**src/rtl/trigger_out_sched.sv**
```systemverilog
// Transmit-side scheduler for the serial trigger line.
// Captures event requests from four sources, arbitrates them by fixed
// priority (RST > RSR > TRG > SYN) and serialises each grant as a 3-slot
// frame (start bit, code[1], code[0]), optionally followed by idle gap slots.
// Line activity only advances on clock edges where sync is high.
module trigger_out_sched #(
  parameter int GAP    = 0,
  parameter int LOST_W = 8
) (
  input  logic              clk,
  input  logic              reset,
  input  logic              sync,
  input  logic              enable,
  input  logic [3:0]        req,
  input  logic              clear_lost,
  output logic              dout,
  output logic              busy,
  output logic [3:0]        pending,
  output logic [3:0]        sent,
  output logic [LOST_W-1:0] lost_cnt
);

  typedef enum logic [1:0] {IDLE, C1, C0, GAPS} state_t;

  localparam logic [3:0]        GAP_L    = 4'(GAP);
  localparam logic [LOST_W-1:0] LOST_MAX = '1;
  localparam logic [LOST_W-1:0] LOST_ONE = LOST_W'(1);

  state_t            state_q, state_d;
  logic [3:0]        gap_q, gap_d;
  logic [1:0]        code_q, code_d;
  logic              dout_q, dout_d;
  logic              busy_q;
  logic [3:0]        pending_q, pending_d;
  logic [3:0]        sent_q;
  logic [3:0]        grant;
  logic [3:0]        loss;
  logic [LOST_W-1:0] lost_q, lost_d;

  // Per-source capture: a request sets its flag; a grant clears it unless a
  // fresh request lands on the same edge. A request that finds its flag
  // already set and not being granted is dropped.
  generate
    for (genvar gi = 0; gi < 4; gi++) begin : g_capture
      assign pending_d[gi] = req[gi] | (pending_q[gi] & ~grant[gi]);
      assign loss[gi]      = req[gi] & pending_q[gi] & ~grant[gi];
    end
  endgenerate

  // Saturating count of cycles with at least one dropped request; clear wins.
  always_comb begin
    lost_d = lost_q;
    if (clear_lost) begin
      lost_d = '0;
    end else if ((|loss) && (lost_q != LOST_MAX)) begin
      lost_d = lost_q + LOST_ONE;
    end
  end

  // Frame sequencer next-state, line value and grant selection.
  always_comb begin
    state_d = state_q;
    gap_d   = gap_q;
    code_d  = code_q;
    dout_d  = dout_q;
    grant   = 4'b0000;
    if (sync) begin
      case (state_q)
        IDLE: begin
          dout_d = 1'b0;
          if (enable && (pending_q != 4'b0000)) begin
            if (pending_q[3]) begin
              grant  = 4'b1000;
              code_d = 2'b01;
            end else if (pending_q[2]) begin
              grant  = 4'b0100;
              code_d = 2'b11;
            end else if (pending_q[1]) begin
              grant  = 4'b0010;
              code_d = 2'b10;
            end else begin
              grant  = 4'b0001;
              code_d = 2'b00;
            end
            dout_d  = 1'b1;
            state_d = C1;
          end
        end
        C1: begin
          dout_d  = code_q[1];
          state_d = C0;
        end
        C0: begin
          dout_d = code_q[0];
          if (GAP_L == 4'd0) begin
            state_d = IDLE;
          end else begin
            gap_d   = GAP_L;
            state_d = GAPS;
          end
        end
        GAPS: begin
          dout_d = 1'b0;
          if (gap_q <= 4'd1) begin
            gap_d   = 4'd0;
            state_d = IDLE;
          end else begin
            gap_d = gap_q - 4'd1;
          end
        end
        default: begin
          dout_d  = 1'b0;
          state_d = IDLE;
        end
      endcase
    end
  end

  // State, line and status registers; reset abandons any partial frame.
  always_ff @(posedge clk or posedge reset) begin
    if (reset) begin
      state_q   <= IDLE;
      gap_q     <= 4'd0;
      code_q    <= 2'b00;
      dout_q    <= 1'b0;
      busy_q    <= 1'b0;
      pending_q <= 4'b0000;
      sent_q    <= 4'b0000;
      lost_q    <= '0;
    end else begin
      state_q   <= state_d;
      gap_q     <= gap_d;
      code_q    <= code_d;
      dout_q    <= dout_d;
      busy_q    <= (state_d != IDLE);
      pending_q <= pending_d;
      sent_q    <= grant;
      lost_q    <= lost_d;
    end
  end

  assign dout     = dout_q;
  assign busy     = busy_q;
  assign pending  = pending_q;
  assign sent     = sent_q;
  assign lost_cnt = lost_q;

endmodule

```
**config.mk**
```make
export PLATFORM = sky130hd
export DESIGN_NAME = trigger_out_sched
export DESIGN_NICKNAME = d
export VERILOG_FILES = /design/src/rtl/trigger_out_sched.sv
export SDC_FILE = /design/constraint.sdc
export NUM_CORES = 1
export LEC_CHECK = 0
export CORE_UTILIZATION = 50
export CTS_CLUSTER_DIAMETER = 80
export DETAILED_ROUTE_END_ITERATION = 8
export GPL_ROUTABILITY_DRIVEN = 0
export PLACE_DENSITY_LB_ADDON = 0.15
export SLEW_MARGIN = 5
export SYNTH_ARGS = -nofsm -noshare
export SYNTH_HDL_FRONTEND = slang
export SYNTH_SLANG_ARGS = --single-unit
```
**constraint.sdc**
```tcl
create_clock -name clk -period 2 [get_ports clk]
set_clock_uncertainty 0.05 [all_clocks]
set_input_delay 0.2 -clock clk [delete_from_list [all_inputs] [get_ports clk]]
set_output_delay 0.2 -clock clk [all_outputs]
set_load 0.01 [all_outputs]
```
==> impl_metrics.json <==
{
  "synth_cell_types": 38,
  "syn_to_final_growth_pct": 30.3,
  "drive_gt1_share_pct": 14.2,
  "grt-ovfl-total": 0,
  "startpoint_type": "register",
  "max-cap-violations": 0,
  "slew_headroom_pct": 74.1,
  "utilization_pct": 72.1,
  "met3_usage_pct": 2.90,
  "crit_chain": "a22oi_2, o22ai_2, a211oi_2, buf_4, or4_1, a21oi_1",
  "syn_nets": 144,
  "netlist_area_sq_um": 1280,
  "slew_viol_final": 0,
  "p_leak_nw": 0.726,
  "finalCritPeriodShare_pct": 93.2,
  "antenna_cells": 0,
  "die_x_um": 52.6,
  "r2r_start": "pending[2]",
  "slowest_delay_ps": 520,
  "ant_nets": 0,
  "drt_wl_total_um": 2740,
  "ff2ff_setup_slack_ps": 140,
  "drt_iter0_drc": 35,
  "die_h_um": 52.6,
  "portBuffers": 26,
  "cp.arrival_ps": 2060,
  "synth_seq_area_share_pct": 50.7,
  "final_cell_mix": "26 x dfrtp_1, 26 x clkdlybuf4s50_1, 23 x nand2_1",
  "dp_slack_ps": -80.5,
  "ios": 27,
  "synthCells": 132,
  "r2r_cells": 6,
  "ys_seq_elements": 26,
  "power_w": 0.00106,
  "finalNetCount": 182,
  "setup_ws_ps": 136,
  "grt_max_degree": 27,
  "timing.final.crit_period_ps": 1860,
  "crit_start": "pending[2]",
  "route.detailed.drc": 0,
  "r2r-end": "lost_cnt[6]",
  "cts_root_buf": "clkbuf_4",
  "grt_pass1_vias": 1041,
  "cts_made_buffers": 3,
  "status": "complete, no violations",
  "cpMaxStageDelayCell": "dfrtp_1",
  "ir_worst_vdd_uv": 500,
  "top_usage_layer": "met2",
  "grt_first_pass_wirelength_um": 4550,
  "clkLatencyLatePin_ps": 320,
  "worstHoldPathType": "primary input to async pin",
  "holdWs_ps": 157,
  "first_pass_iters": 4,
  "die_area_sq_um": 2770,
  "rsz0062_at_grt": "no",
  "setup_viol": 0,
  "cts_sinks": 26,
  "num_vias": 1130,
  "cts_tree": "done",
  "gr-usage-met1_pct": 28.1,
  "ys.flop_type": "dfrtp_1",
  "avgSynthCellArea_sq_um": 9.72,
  "setup-tns-final_ps": 0,
  "async_reset_ff_share_pct": 100,
  "n_fill_cell": 182,
  "cp_data_required_time_ps": 2200,
  "num_rows": 17,
  "viasPerCell": 5.74,
  "synth_edf_count": 0,
  "wire_per_inst_um": 13.9,
  "grtUsageMet2_pct": 37.6,
  "p_per_area_nw_per_um2": 636,
  "grtUsageTotal_pct": 22.5,
  "post-cts-setup-buffers": 0,
  "finalHoldViolCount": 0,
  "clock_path_buffers": 2,
  "path_clk_slew_ps": 150,
  "antenna_found_initial": 0,
  "start_util_pct": 55.3,
  "coreArea_sq_um": 2320,
  "fmax_ghz": 0.536,
  "h-tree-depth": 1,
  "worstSetupPathType": "register to register",
  "critPathMaxFanout": 8,
  "worstMarginPinSlew_ps": 383,
  "ys.warnings.count": 0,
  "crit_path_end_kind": "register",
  "dpl.hpwl_um": 2060
}
## sequential cells by signal, indices dropped and copies added (netlist names)
signal / count
sent: 4
dout: 1
lost_cnt: 8
state_q: 2
busy: 1
code_q: 2
pending: 4
gap_q: 4
## worst max-delay path by stage
stage,endpoint,depth (start not counted)
2_1_floorplan,lost_cnt[5],5
3_3_place_gp,lost_cnt[6],7
3_5_place_dp,lost_cnt[6],7
4_1_cts,lost_cnt[7],6
5_1_grt,lost_cnt[6],6
6_report,lost_cnt[6],6
## power by group
group	internal [W]	total, W	switching [W]	leakage [nW]
logic	0.000107	0.000202	0.0000950	0.374
clock network	0.000111	0.000272	0.000161	0.0210
registers	0.000563	0.000589	0.0000257	0.331
total	0.000781	0.00106	0.000281	0.726
## cells in the mapped netlist, types with 2 or more instances
cell,number,area share [%]
a21oi_1,4,1.6
o21ai_0,10,3.9
o31ai_1,2,1.2
or4_1,2,1.2
mux2_2,2,1.8
nand2_1,23,6.7
nor2b_1,2,0.98
a21o_1,2,1.2
dfrtp_1,26,51
nor2_1,8,2.3
nor3_1,3,1.2
o41ai_1,2,1.4
inv_1,6,1.8
nand3_1,7,2.7
nand2b_1,3,1.5
or3_1,4,2.0
nand4_1,2,0.98
ha_1,3,2.9
or2_2,2,0.98
## through the flow
stage / std cells / cell area (sq um)
after global placement: 193 / 1630
after CTS: 197 / 1670
after global routing: 197 / 1670
final: 197 / 1670
after floorplan: 132 / 1280
after detailed placement: 193 / 1630
## logic make-up (layout without fill, tap and decap cells)
kind of cell    after synthesis  after routing  synth area share, %
compound gates               28             28                 14.8
fa+ha+maj                     3              3                 2.93
buf+inv                       9             46                 3.51
flops                        26             26                 50.7
mux                           3              3                 2.54
simple gates                 63             63                 25.5
## area by class of cell
class                           instances  area, sq um  area share, %
Timing Repair Buffer                   36          335           20.1
Sequential cell                        26          651           38.9
Multi-Input combinational cell         97          592           35.4
Tap cell                               28         35.0           2.10
Inverter                                6         22.5           1.35
Clock buffer                            4         36.3           2.17
## worst max-delay path: cells and delay by family, from the launching register on
kind,cells,cell delay (ps)
compound gates,4,560
buf+inv,1,150
flops,1,520
simple gates,1,490
## repair_timing
item,in CTS,in global routing
endpoints found under the setup margin,0,1
resized for setup,0,1
hold buffers,0,0
## layer usage
layer  wire length, um  part of all wire (%)
met5                 0                     0
met4                25                  0.91
met3               116                   4.2
met2              1390                    51
met1              1210                    44
Note: power is estimated with default switching activity, not from simulation.
